File: src/rtl/prog_loader.sv
// Program loader: streams words into instruction memory, zero-fills the remainder,
// then releases the core from reset and supervises its run until halt or budget expiry.
module prog_loader #(
    parameter int ADDR_W  = 10,
    parameter int DATA_W  = 32,
    parameter int MAX_RUN = 1000
) (
    input  logic              clk,
    input  logic              rst,
    input  logic              start,
    input  logic              in_valid,
    input  logic [DATA_W-1:0] in_data,
    input  logic              in_last,
    output logic              in_ready,
    output logic              mem_we,
    output logic [ADDR_W-1:0] mem_addr,
    output logic [DATA_W-1:0] mem_wdata,
    output logic              core_rst,
    output logic              core_stall,
    input  logic              halt,
    output logic              busy,
    output logic              done,
    output logic              timeout,
    output logic              err_overflow,
    output logic [ADDR_W:0]   word_count,
    output logic [31:0]       run_cycles
);
    localparam int              CNT_W      = ADDR_W + 1;
    localparam logic [ADDR_W:0] FULL_COUNT = CNT_W'(2 ** ADDR_W);
    localparam logic [31:0]     RUN_LAST   = 32'(MAX_RUN - 1);

    typedef enum logic [2:0] {
        S_IDLE,
        S_LOAD,
        S_FILL,
        S_RELEASE,
        S_RUN,
        S_DONE
    } state_t;

    state_t            state, state_nxt;
    logic [ADDR_W-1:0] ptr;
    logic              xfer, at_top, begin_load, budget_out;

    always_ff @(posedge clk or negedge rst) begin
        if (!rst) state <= S_IDLE;
        else      state <= state_nxt;
    end

    always_comb begin
        state_nxt  = state;
        xfer       = (state == S_LOAD) && in_valid;
        at_top     = (ptr == '1);
        begin_load = start && ((state == S_IDLE) || (state == S_DONE));
        budget_out = (run_cycles == RUN_LAST);
        in_ready   = (state == S_LOAD);
        busy       = (state == S_LOAD) || (state == S_FILL) ||
                     (state == S_RELEASE) || (state == S_RUN);
        done       = (state == S_DONE);
        core_stall = (state == S_DONE);
        // The core sees reset everywhere except while running and while parked in DONE.
        core_rst   = !((state == S_RUN) || (state == S_DONE));
        case (state)
            S_IDLE:    if (start) state_nxt = S_LOAD;
            S_LOAD: begin
                if (xfer) begin
                    if (at_top)       state_nxt = in_last ? S_RELEASE : S_IDLE;
                    else if (in_last) state_nxt = S_FILL;
                end
            end
            S_FILL:    if (at_top) state_nxt = S_RELEASE;
            S_RELEASE: state_nxt = S_RUN;
            S_RUN:     if (halt || budget_out) state_nxt = S_DONE;
            S_DONE:    if (start) state_nxt = S_LOAD;
            default:   state_nxt = S_IDLE;
        endcase
    end

    always_ff @(posedge clk or negedge rst) begin
        if (!rst) begin
            ptr          <= '0;
            mem_we       <= 1'b0;
            mem_addr     <= '0;
            mem_wdata    <= '0;
            word_count   <= '0;
            run_cycles   <= '0;
            timeout      <= 1'b0;
            err_overflow <= 1'b0;
        end else begin
            mem_we <= 1'b0;
            if (begin_load) begin
                ptr          <= '0;
                word_count   <= '0;
                run_cycles   <= '0;
                timeout      <= 1'b0;
                err_overflow <= 1'b0;
            end
            if (xfer) begin
                mem_we    <= 1'b1;
                mem_addr  <= ptr;
                mem_wdata <= in_data;
                ptr       <= ptr + 1'b1;
                if (word_count != FULL_COUNT) word_count <= word_count + 1'b1;
                if (at_top && !in_last)       err_overflow <= 1'b1;
            end
            if (state == S_FILL) begin
                mem_we    <= 1'b1;
                mem_addr  <= ptr;
                mem_wdata <= '0;
                ptr       <= ptr + 1'b1;
            end
            // The exit cycle of RUN is not counted, so a budget stop reads MAX_RUN-1.
            if (state == S_RUN && !halt) begin
                if (budget_out) timeout    <= 1'b1;
                else            run_cycles <= run_cycles + 32'd1;
            end
        end
    end
endmodule

File: config.mk
export PLATFORM = sky130hd
export DESIGN_NAME = prog_loader
export DESIGN_NICKNAME = d
export VERILOG_FILES = /design/src/rtl/prog_loader.sv
export SDC_FILE = /design/constraint.sdc
export NUM_CORES = 1
export LEC_CHECK = 0
export ABC_AREA = 1
export CAP_MARGIN = 20
export CORE_AREA = 2 2 130 132
export CTS_BUF_LIST = sky130_fd_sc_hd__clkbuf_16
export DETAILED_ROUTE_END_ITERATION = 7
export DIE_AREA = 0 0 132 134
export PLACE_DENSITY = 0.57
export SKIP_LAST_GASP = 1
export SLEW_MARGIN = 20
export SYNTH_ARGS = -nofsm -noshare
export SYNTH_HDL_FRONTEND = slang
export SYNTH_SLANG_ARGS = --single-unit
File: constraint.sdc
create_clock -name clk -period 2.6 [get_ports clk]
set_input_delay 0.39 -clock clk [delete_from_list [all_inputs] [get_ports clk]]
set_output_delay 0.39 -clock clk [all_outputs]
set_load 0.005 [all_outputs]
## After elaboration in Yosys (flattened, before gate mapping)

Cells that the tools add are included.

| word-level totals | value |
|---|---|
| bits in registers | 101 |
| input bits | 38 |
| output and inout bits | 93 |
| word-level logic and storage cells | 72 |

| operators by class | value |
|---|---|
| $add $sub $neg | 3 |
| equality and inequality tests | 13 |
| muxes and demuxes | 29 |
| reductions and logical operators | 18 |

Operators by type and width:

| kind | count |
|---|---|
| $mux 32 | 5 |
| $mux 10 | 5 |
| $mux 11 | 3 |
| $add 32x1->32 const B | 1 |
| $eq 32x10->1 const B | 1 |
| $mux 3 | 6 |
| $pmux 3 s5 | 1 |
| $add 11x1->11 const B | 1 |
| $ne 11x11->1 const B | 1 |
| $add 10x1->10 const B | 1 |
| $eq 10x10->1 const B | 1 |
| $mux 1 | 8 |
| $eq 3x2->1 const B | 2 |
| $eq 3x3->1 const B | 2 |
| $logic_or 1x1->1 | 6 |
| $ne 2x1->1 const B | 3 |
| $reduce_and 5->1 | 1 |
| $logic_and 1x1->1 | 4 |
| $eq 3x1->1 const B | 1 |
| $logic_not 1->1 | 3 |
| $logic_not 3->1 | 1 |
| $ne 3x2->1 const B | 1 |
| $reduce_bool 3->1 | 1 |
| $mux 2 | 1 |
| other kinds (3) | 3 |

## Longest topological paths before layout

| depth | value |
|---|---|
| word-level depth | 6 |
| gate-level depth with buffers | 11 |

## Worst setup path before layout

No wires, ideal clock.

| timing | value |
|---|---|
| kind | register to register |
| start point | register run_cycles[0] |
| end point | register run_cycles[30] |
| arrival | 1480 ps |
| required time | 2483 ps |
| path slack | 1002 ps |
| stages on the path, launching flop included | 12 |
| clock period less this slack | 1598 ps |
| cells stage by stage | dfrtp_1 ha_1 buf_2 nand3_2 nor2_1 inv_1 nor2_2 nand2_1 nand2_1 nand2_1 nand2_1 nand2_1 |

| between the ends | value |
|---|---|
| word-level cells in the longest chain between the ends | 3 |
| elaborated cells between the ends (all ways) | 4 |

Ends and longest elaborated chain:

| what | line | source |
|---|---|---|
| start: declaration | 26 | `output logic [31:0] run_cycles` |
| start signal: assignment | 115 | `else run_cycles <= run_cycles + 32'd1;` |
| $add 32x1->32 / $eq 32x10->1 (equally long branches) | 115, 55 |  |
| $mux 32 (*) | 114 | `if (budget_out) timeout <= 1'b1;` |
| $mux 32 (*) | 113 | `if (state == S_RUN && !halt) begin` |

Every way passes the cells marked *; elsewhere a longest branch is shown, timed or not.
A chain may end at the register's enable or synchronous reset.

## Final worst setup path

| timing | value |
|---|---|
| start point | register state[2] |
| end point | output busy |

| between the ends | value |
|---|---|
| word-level cells in the longest chain between the ends | 4 |
| elaborated cells between the ends (all ways) | 7 |

Ends and longest elaborated chain:

| what | line | source |
|---|---|---|
| start: declaration | 41 | `state_t state, state_nxt;` |
| start signal: assignment | 47 | `else state <= state_nxt;` |
| $eq 3x1->1 / $eq 3x2->1 (equally long branches) | 57 | `busy = (state == S_LOAD) \|\| (state == S_FILL) \|\|` |
| $logic_or 1x1->1 (2 in series) | 57 |  |
| $logic_or 1x1->1 (*) | 58 | `(state == S_RELEASE) \|\| (state == S_RUN);` |
| end: declaration | 21 | `output logic busy,` |

Marks and branches as above.

==> impl_metrics.env <==
export IMPL_initial_core_util_pct=34.4
export IMPL_drcViolationCount=0
export IMPL_hold_buffers=0
export IMPL_r2r_start="state[1]"
export IMPL_drt_total_wl_um=15600
export IMPL_yosysMostFrequentCell="nand2_1"
export IMPL_clk_path_buf_depth=2
export IMPL_ys_async_sr_fraction_pct=100
export IMPL_grt_usage_pct=18.4
export IMPL_clk_insertion_delay_late_ns=0.36
export IMPL_synth_area_top_cells="dfrtp_1 (45%), nand2_1 (18%), nor2_1 (6.3%)"
export IMPL_worst_setup_path_type="flip-flop to primary output"
export IMPL_synth_enable_flop_cells=0
export IMPL_ir_worst_vdd_mv=0.367
export IMPL_cts_tree="built"
export IMPL_drv_slew=0
export IMPL_grt_max_degree=43
export IMPL_yosysWarnings=0
export IMPL_fin_skew_ns=0.00973
export IMPL_dpl_cell_area_um2=7060
export IMPL_num_rows=47
export IMPL_vias=5200
export IMPL_grt_pass1_wl_um=26200
export IMPL_io_pins=131
export IMPL_drt_antenna_violating_nets=0
export IMPL_cts_setup_buffers=0
export IMPL_vias_per_cell=4.78
export IMPL_clk_pin_slew_ns=0.07
export IMPL_synth_seq_cells=101
export IMPL_worstPathMaxFanout=8
export IMPL_wl_per_cell_um=14.4
export IMPL_avgSynthCellArea_um2=7.57
export IMPL_io_buffers=130
export IMPL_cts_root_buffer="clkbuf_16"
export IMPL_rsz0062_at_grt="false"
export IMPL_cp_required_ns=2.21
export IMPL_diodes=0
export IMPL_cp_start_kind="flip-flop"
export IMPL_yosys_area_top_type="dfrtp_1"
export IMPL_maxSlewHeadroom_pct=33.5
export IMPL_die_w_um=132
export IMPL_hpwl_um=11400
export IMPL_status="finished clean"
export IMPL_rr_worst_depth=5
export IMPL_worst_r2r_endpoint="run_cycles[16]"
export IMPL_fmax_mhz=435
export IMPL_seq_area_frac_synth_pct=45.1
export IMPL_htree_num_levels=3
export IMPL_cts_sinks=101
export IMPL_syn_num_nets=782
export IMPL_fin_area_um2=7340
export IMPL_drv_cap=0
export IMPL_fin_crit_ns=2.30
export IMPL_gp_congestion=0.898
export IMPL_synth_cell_types=32
export IMPL_nets=906
export IMPL_setup_violations=0
export IMPL_grt_pass1_vias=5062
export IMPL_netlist_instances=740
export IMPL_final_setup_tns_ns=0
export IMPL_cts_resized=0
export IMPL_powerDensity_nw_per_um2=710
export IMPL_worst_pin_slew_ns=0.997
export IMPL_post_route_period_util_pct=88.5
export IMPL_num_fill_cells=1668
export IMPL_overflow=0
export IMPL_die_y_um=134
export IMPL_synthTopCellsByCount="nand2_1 (275), dfrtp_1 (101), nor2_1 (94)"
export IMPL_hold_viol=0
export IMPL_crit_path_end_kind="primary output"
export IMPL_power_leakage_uw=0.00337
export IMPL_synth_top_area_share_pct=45.1
export IMPL_drt_initial_drc_count=290
export IMPL_cts_buffers=9
export IMPL_dr_pass1_iters=5
export IMPL_synthToLayoutAreaGrowth_pct=31.0
export IMPL_syn_area_um2=5610
export IMPL_die_area_um2=17700
export IMPL_arrival_ns=1.91
export IMPL_hold_class="primary input to asynchronous set/reset pin"
export IMPL_whs_ns=0.00624
export IMPL_synth_ff_type="dfrtp_1"
export IMPL_core_um2=16300
export IMPL_drive_gt1_share_pct=4.61
export IMPL_r2r_setup_slack_ns=0.70
export IMPL_antenna_found_initial=0
==> placed cells by master, fill, tap and decap left out, drive strengths merged, types with 11 or more instances in the layout <==
master,count
nand3,69
nand3b,11
nor2,101
clkdlybuf4s50,129
a22o,33
inv,62
o21ai,17
xor2,15
dfrtp,101
nand2,279
==> worst max path at each step <==
stage | startpoint | to | slack [ns]
6_report | state[2] | busy | 0.30
5_1_grt | state[2] | busy | 0.19
4_1_cts | state[2] | busy | 0.27
3_5_place_dp | halt | run_cycles[16] | 0.52
3_3_place_gp | halt | run_cycles[16] | 0.56
2_1_floorplan | run_cycles[0] | run_cycles[30] | 1.00
==> metrics by stage <==
step                utilization, %  power [uW]  setup WS (ns)  std cells
finish                        45.1        5210          0.299       1088
global route                  45.1        5590          0.189       1088
CTS                           45.1        5300          0.268       1088
detailed placement            43.4        3940          0.515       1073
global placement              43.4        3940          0.562       1073
floorplan                        -        3110           1.00        740
==> critical path: stages, from the launching register on <==
cell and delay, ns:
dfrtp_1 0.48, nor3_4 0.33, inv_1 0.10, nand4_1 0.10, clkdlybuf4s50_1 0.55
==> flip-flops by register name, indices dropped and copies added, names as in the netlist <==
register / cells
state: 3
mem_addr: 10
mem_wdata: 32
ptr: 10
run_cycles: 32
err_overflow: 1
word_count: 11
mem_we: 1
timeout: 1
==> report_power, final <==
group          leakage (uW)  switching (uW)  internal, uW
sequential          0.00136             220          1860
clock              0.000136             661           666
combinational       0.00187             888           916
total               0.00337            1770          3440
==> logic make-up after synthesis <==
kind of cell,count (synthesis),synth area share (%)
flip-flops,101,45.1
AND/OR/NAND/NOR,469,35.1
XOR/XNOR,21,3.28
AO/OA/AOI/OAI,62,8.19
adder cells (fa/ha/maj),4,0.893
buffers and inverters,83,7.43
==> per-layer routing <==
layer	global-route usage (%)	wire length [um]	share of wire (%)
met1	25.2	7370	47
met2	28.8	7030	45
met3	4.16	984	6.3
met4	6.10	262	1.7
met5	0	0	0
==> layout make-up <==
type                            count  area (um^2)  share of cell area [%]
Sequential cell                   101         2530                    34.4
Inverter                           59          221                    3.02
Clock buffer                        9          225                    3.07
Clock inverter                      6         56.3                   0.767
Timing Repair Buffer              137         1380                    18.7
Multi-Input combinational cell    556         2660                    36.2
Tap cell                          220          275                    3.75
Note: power is estimated with default switching activity, not from simulation.
==> patch 1: new RTL, config.mk and constraints unchanged <==
Set the parameter `ADDR_W` to 11 (it was 10).
--- a/src/rtl/prog_loader.sv
+++ b/src/rtl/prog_loader.sv
@@ -1,7 +1,7 @@
 // Program loader: streams words into instruction memory, zero-fills the remainder,
 // then releases the core from reset and supervises its run until halt or budget expiry.
 module prog_loader #(
-    parameter int ADDR_W  = 10,
+    parameter int ADDR_W  = 11,
     parameter int DATA_W  = 32,
     parameter int MAX_RUN = 1000
 ) (
Interface: changed (resized mem_addr and word_count); port bits go from 131 to 133. No check against the original RTL was run, so the function may have changed too.
==> patch 1 against the original RTL <==
Register-to-register slack got worse by 60 ps. Via count is 4.2% lower. Routed wire length shrank 3.0%. Non-clock buffer count unchanged. Total power is 13% higher. Synthesized cell count shrank 9.2%. Area after synthesis decreased by 1.1%. Sequential cell count up 3. Global-route usage shrank 1.3 points. Design area is 0.19% lower. Setup slack better by 140 ps.
==> patch 1: results (changes against the original RTL) <==
run status -> finished, final reports clean (unchanged)
Leakage Power -> 3.137 nW (was 3.366 nW)
Synth Area in XOR/XNOR -> 0.03318 (was 0.03281)
layout filler cell count -> 1610 (was 1668)
Post-synth top cells -> nand2_1 (165), dfrtp_1 (104), nor2_1 (76) (was nand2_1 (275), dfrtp_1 (101), nor2_1 (94))
register area share after synthesis -> 0.4695 (was 0.4509)
TritonCTS Buffers -> 9 (unchanged)
Root Buffer -> clkbuf_16 (unchanged)
dpl cells -> 1008 (was 1073)
Post-CTS Setup Bufs -> 0 (unchanged)
Synth Area in Compound Gates -> 0.1456 (was 0.08192)
Crit path max-delay family -> buffers and inverters (unchanged)
Worst VDD drop -> 0.0004781 V (was 0.0003667 V)
CTS-repair resized insts -> 0 (unchanged)
actual slew at the worst max-slew pin -> 694.5 ps (was 996.7 ps)
antenna violations before repair -> 0 (unchanged)
critical path's slowest cell -> dfrtp_1 (was clkdlybuf4s50_1)
vias in the first global route -> 4774 (was 5062)
initial DRC count -> 250 (was 290)
layout cells sized above 1 -> 0.06468 (was 0.04608)
n_diodes -> 0 (unchanged)
worst path arrival time -> 1770 ps (was 1910 ps)
Synth Area in Adders -> 0.009029 (was 0.008929)
proportion of synthesized area in mux cells -> 0 (unchanged)
CP Max Fanout -> 7 (was 8)
Max clock buf depth -> 2 (unchanged)
Final Skew -> 6.294 ps (was 9.731 ps)
synth warn -> 0 (unchanged)
routed length per instance -> 14.81 um (was 14.37 um)
Clk Latency, worst-skew pair -> 350 ps
GRT Overall Usage -> 0.1705 (was 0.1836)
TritonRoute pass-1 iters -> 5 (unchanged)
largest net degree at the start of global routing -> 105 (was 43)
async set-reset flop share out of synthesis -> 1.000 (unchanged)
ranking of synthesized cells by area -> dfrtp_1 (47%), nand2_1 (11%), nor2_1 (5.1%), a22o_1 (5.1%), inv_1 (4.6%) (was dfrtp_1 (45%), nand2_1 (18%), nor2_1 (6.3%), nand3_1 (6.1%), a22o_1 (5.2%))
# port buffers -> 132 (was 130)
top flop regs -> mem_wdata: 32 flops, run_cycles: 32 flops, word_count: 12 flops (was mem_wdata: 32 flops, run_cycles: 32 flops, word_count: 11 flops)
main combinational cell family by area after synthesis -> simple AND/OR/NAND/NOR gates (unchanged)
GPL Wtd Cong -> 0.9327 (was 0.8984)
final layout net count -> 841 (was 906)
first-pass GRT wire length -> 24330 um (was 26150 um)
Synth Net Count -> 714 (was 782)
H-tree depth -> 3 (unchanged)
HPWL after DPL -> 10880 um (was 11410 um)
vias per cell -> 4.865 (was 4.779)
delay of the slowest critical-path stage -> 520 ps (was 550 ps)
Clock transition at path regs -> 70 ps (about the same)
Synth cell types -> 41 (was 32)
Congestion Overflow GR -> 0 (unchanged)
final WL -> 15160 um (was 15640 um)
Place WS -> 524.3 ps (was 515.2 ps)
Synth Area per Inst -> 8.248 um2 (was 7.575 um2)
Hold Path Class -> in -> async (unchanged)
patch 1: changes by cell type in the layout (fill, tap and decap cells not counted), moves of 13 or more:
cell / change
nand2_1: -110
nand3_1: -20
nor2_1: -18
a21oi_1: +17
inv_1: +14
o21ai_0: +14
nor3_1: +13
patch 1: path summary, 6_finish.rpt:
check	slack (ps)	cells past startpoint	endpoint	startpoint
max in group asynchronous	2090	2	run_cycles[22]	rst
hold reg to reg	480	2	mem_addr[9]	mem_addr[9]
min in group clk	480	2	mem_addr[9]	mem_addr[9]
hold / removal	100	2	run_cycles[5]	rst
setup reg to reg	640	9	run_cycles[22]	run_cycles[1]
setup / recovery	440	5	core_rst	state[1]
patch 1: area by class of cell:
class	instances	area (um2)	area share
sequential	104	2603	0.3551
timing repair buffer	137	1381	0.1885
clock buffer	9	225.2	0.03073
tap	220	275.3	0.03756
inverter	74	280.3	0.03824
multi-input combinational	473	2501	0.3412
clock inverter	7	63.81	0.008706
patch 1: stage by stage:
step | hold WS, ps | area [um2] | total power [W]
after floorplan | 94.41 | 5543 | 0.003553
after global placement | 469.9 | 7041 | 0.004525
after detailed placement | 467.6 | 7041 | 0.004553
after CTS | 119.1 | 7330 | 0.005965
after global routing | 146.7 | 7330 | 0.006270
final | 100.1 | 7330 | 0.005869
patch 1: per-layer routing:
metal	track usage	wire length [um]	up-vias	share of wire
met5	0	0	-	0
met4	0.04589	222	0	0.015
met3	0.06463	1129	14	0.074
met2	0.2769	7142	157	0.47
met1	0.2139	6668	2359	0.44
li1	-	-	2452	-
patch 1: logic make-up (layout without fill, tap and decap cells):
family | Yosys count | in the layout
AND/OR/NAND/NOR | 332 | 332
buffers and inverters | 95 | 227
AO/OA/AOI/OAI | 116 | 116
flip-flops | 104 | 104
adder cells (fa/ha/maj) | 4 | 4
XOR/XNOR | 21 | 21
patch 1: power by group:
| part | leakage (nW) | internal [W] | switching, W |
|---|---|---|---|
| Clock | 0.150 | 0.000741 | 0.000618 |
| Combinational | 1.59 | 0.00111 | 0.00115 |
| Sequential | 1.40 | 0.00197 | 0.000277 |
==> patch 2: new RTL, same flow settings <==
Made on the original files. One comparison of `run_cycles` changes from == to >=.
--- a/src/rtl/prog_loader.sv
+++ b/src/rtl/prog_loader.sv
@@ -52,7 +52,7 @@
         xfer       = (state == S_LOAD) && in_valid;
         at_top     = (ptr == '1);
         begin_load = start && ((state == S_IDLE) || (state == S_DONE));
-        budget_out = (run_cycles == RUN_LAST);
+        budget_out = (run_cycles >= RUN_LAST);
         in_ready   = (state == S_LOAD);
         busy       = (state == S_LOAD) || (state == S_FILL) ||
                      (state == S_RELEASE) || (state == S_RUN);
Function: no difference found for any inputs over 10 cycles, from zero or initial values and one cycle with rst low; that may be too few to reach the edited logic, so the function may still have changed.
==> patch 2 against the original RTL <==
Critical path depth unchanged. Final cell count decreased by 22%. Register-to-register slack got worse by 140 ps. Setup slack improved by 160 ps. First-iteration DRC count decreased by 24%. Core utilization decreased by 5.8 points. Routed wire length decreased by 24%. Hold slack improved by 68 ps. Design area decreased by 13%. Area after synthesis decreased by 17%. Sequential cell count unchanged.
Power is not compared: it rests on default switching activity, and its combinational part moved more than twofold at a synthesized area within 25%.
==> patch 2: results (changes against the original RTL) <==
run status -> finished, final reports clean (unchanged)
Non-Clock Buffer Area Fraction -> 0.2102 (was 0.1874)
Post-synth top cells -> dfrtp_1 (101), nand2_1 (98), inv_1 (59) (was nand2_1 (275), dfrtp_1 (101), nor2_1 (94))
final layout net count -> 669 (was 906)
antenna violations before repair -> 0 (unchanged)
number of clock buffers in the layout -> 9 (unchanged)
detailed-routing wirelength on met1 -> 5585 um (was 7366 um)
Worst VDD drop -> 0.0002923 V
Place WS -> 542.7 ps (was 515.2 ps)
Clock transition at path regs -> 60 ps
actual slew at the worst max-slew pin -> 658.7 ps (was 996.7 ps)
multi-input gate count -> 317 (was 556)
CP Max Fanout -> 5 (was 8)
layout cells sized above 1 -> 0.06013 (was 0.04608)
ranking of synthesized cells by area -> dfrtp_1 (54%), nand2_1 (7.9%), a22o_1 (6.2%), nand3_1 (4.8%), inv_1 (4.8%) (was dfrtp_1 (45%), nand2_1 (18%), nor2_1 (6.3%), nand3_1 (6.1%), a22o_1 (5.2%))
Clk Latency, worst-skew pair -> 340 ps (was 360 ps)
first-pass GRT wire length -> 19550 um (was 26150 um)
HPWL after DPL -> 8476 um (was 11410 um)
layout filler cell count -> 1607 (was 1668)
top flop regs -> mem_wdata: 32 flops, run_cycles: 32 flops, word_count: 11 flops (unchanged)
GRT Overall Usage -> 0.1377 (was 0.1836)
largest net degree at the start of global routing -> 55 (was 43)
GPL Wtd Cong -> 0.7847 (was 0.8984)
Crit path max-delay family -> buffers and inverters (unchanged)
Non-Clock Buffer Count -> 133 (was 137)
GRT met2 Usage -> 0.2173 (was 0.2882)
synth warn -> 0 (unchanged)
register area share after synthesis -> 0.5433 (was 0.4509)
WL met3 -> 653 um (was 984 um)
n_diodes -> 0 (unchanged)
most common cell in the synthesized netlist -> dfrtp_1 (was nand2_1)
initial DRC count -> 220 (was 290)
Final Skew -> 8.490 ps (was 9.731 ps)
vias per cell -> 4.511 (was 4.779)
Synth Net Count -> 542 (was 782)
GRT met1 Usage -> 0.1849 (was 0.2516)
delay of the slowest critical-path stage -> 520 ps (was 550 ps)
M3 GR Usage -> 0.03326 (was 0.04157)
worst path arrival time -> 1750 ps (was 1910 ps)
Clock-cell share -> 0.04063 (was 0.03834)
Synth Register Bits -> 101 (unchanged)
multi-input logic area -> 0.001748 mm2 (was 0.002661 mm2)
Non-clock inverters -> 65 (was 59)
routed length per instance -> 13.87 um (was 14.37 um)
Root Buffer -> clkbuf_16 (unchanged)
Slew Limit Fails -> 0 (unchanged)
vias in the first global route -> 3728 (was 5062)
met2 wire len -> 5363 um (was 7025 um)
Hold Path Class -> in -> async (unchanged)
critical path's slowest cell -> clkdlybuf4s50_1 (unchanged)
TritonRoute pass-1 iters -> 4 (was 5)
Seq/total area -> 0.3945 (was 0.3442)
Synth cell types -> 34 (was 32)
patch 2: cell types whose count changed after synthesis, moves of 7 or more:
cell | before | now
nor2_1 | 94 | 56
nand4_1 | 2 | 11
nand3_1 | 68 | 45
a21oi_1 | 1 | 8
nand3b_1 | 11 | 1
nand2_1 | 275 | 98
patch 2: cells by family (layout without fill, tap and decap cells):
kind of cell,Yosys count,in the layout,share of synthesized area
AO/OA/AOI/OAI,72,72,0.1151
XOR/XNOR,12,12,0.02259
adder cells (fa/ha/maj),4,4,0.01076
buffers and inverters,82,214,0.08095
flip-flops,101,101,0.5433
AND/OR/NAND/NOR,229,229,0.2273
patch 2: per-stage QoR:
stage | area [um2] | util | total power [W] | instances
2_1_floorplan | 4652 | - | 0.001634 | 500
3_3_place_gp | 6146 | 0.3773 | 0.001745 | 836
3_5_place_dp | 6146 | 0.3773 | 0.001745 | 836
4_1_cts | 6406 | 0.3933 | 0.002966 | 852
5_1_grt | 6406 | 0.3933 | 0.003039 | 852
6_report | 6406 | 0.3933 | 0.002908 | 852
patch 2: power groups by stage:
stage          logic (W)  registers, W  clock network [W]
3_5_place_dp    0.000128       0.00162                  0
6_report        0.000125       0.00159            0.00120
4_1_cts         0.000129       0.00159            0.00125
3_3_place_gp    0.000128       0.00162                  0
2_1_floorplan  0.0000191       0.00162                  0
5_1_grt         0.000141       0.00159            0.00131
patch 2: final timing paths:
| path | cells past startpoint | slack [ps] | start | to |
|---|---|---|---|---|
| setup / recovery | 4 | 460 | state[1] | busy |
| hold / removal | 1 | 70 | rst | run_cycles[7] |
| setup reg to reg | 7 | 560 | state[1] | word_count[3] |
| hold reg to reg | 2 | 490 | mem_addr[0] | mem_addr[0] |
| max in group asynchronous | 2 | 1820 | rst | run_cycles[13] |
| min in group clk | 2 | 490 | mem_addr[0] | mem_addr[0] |
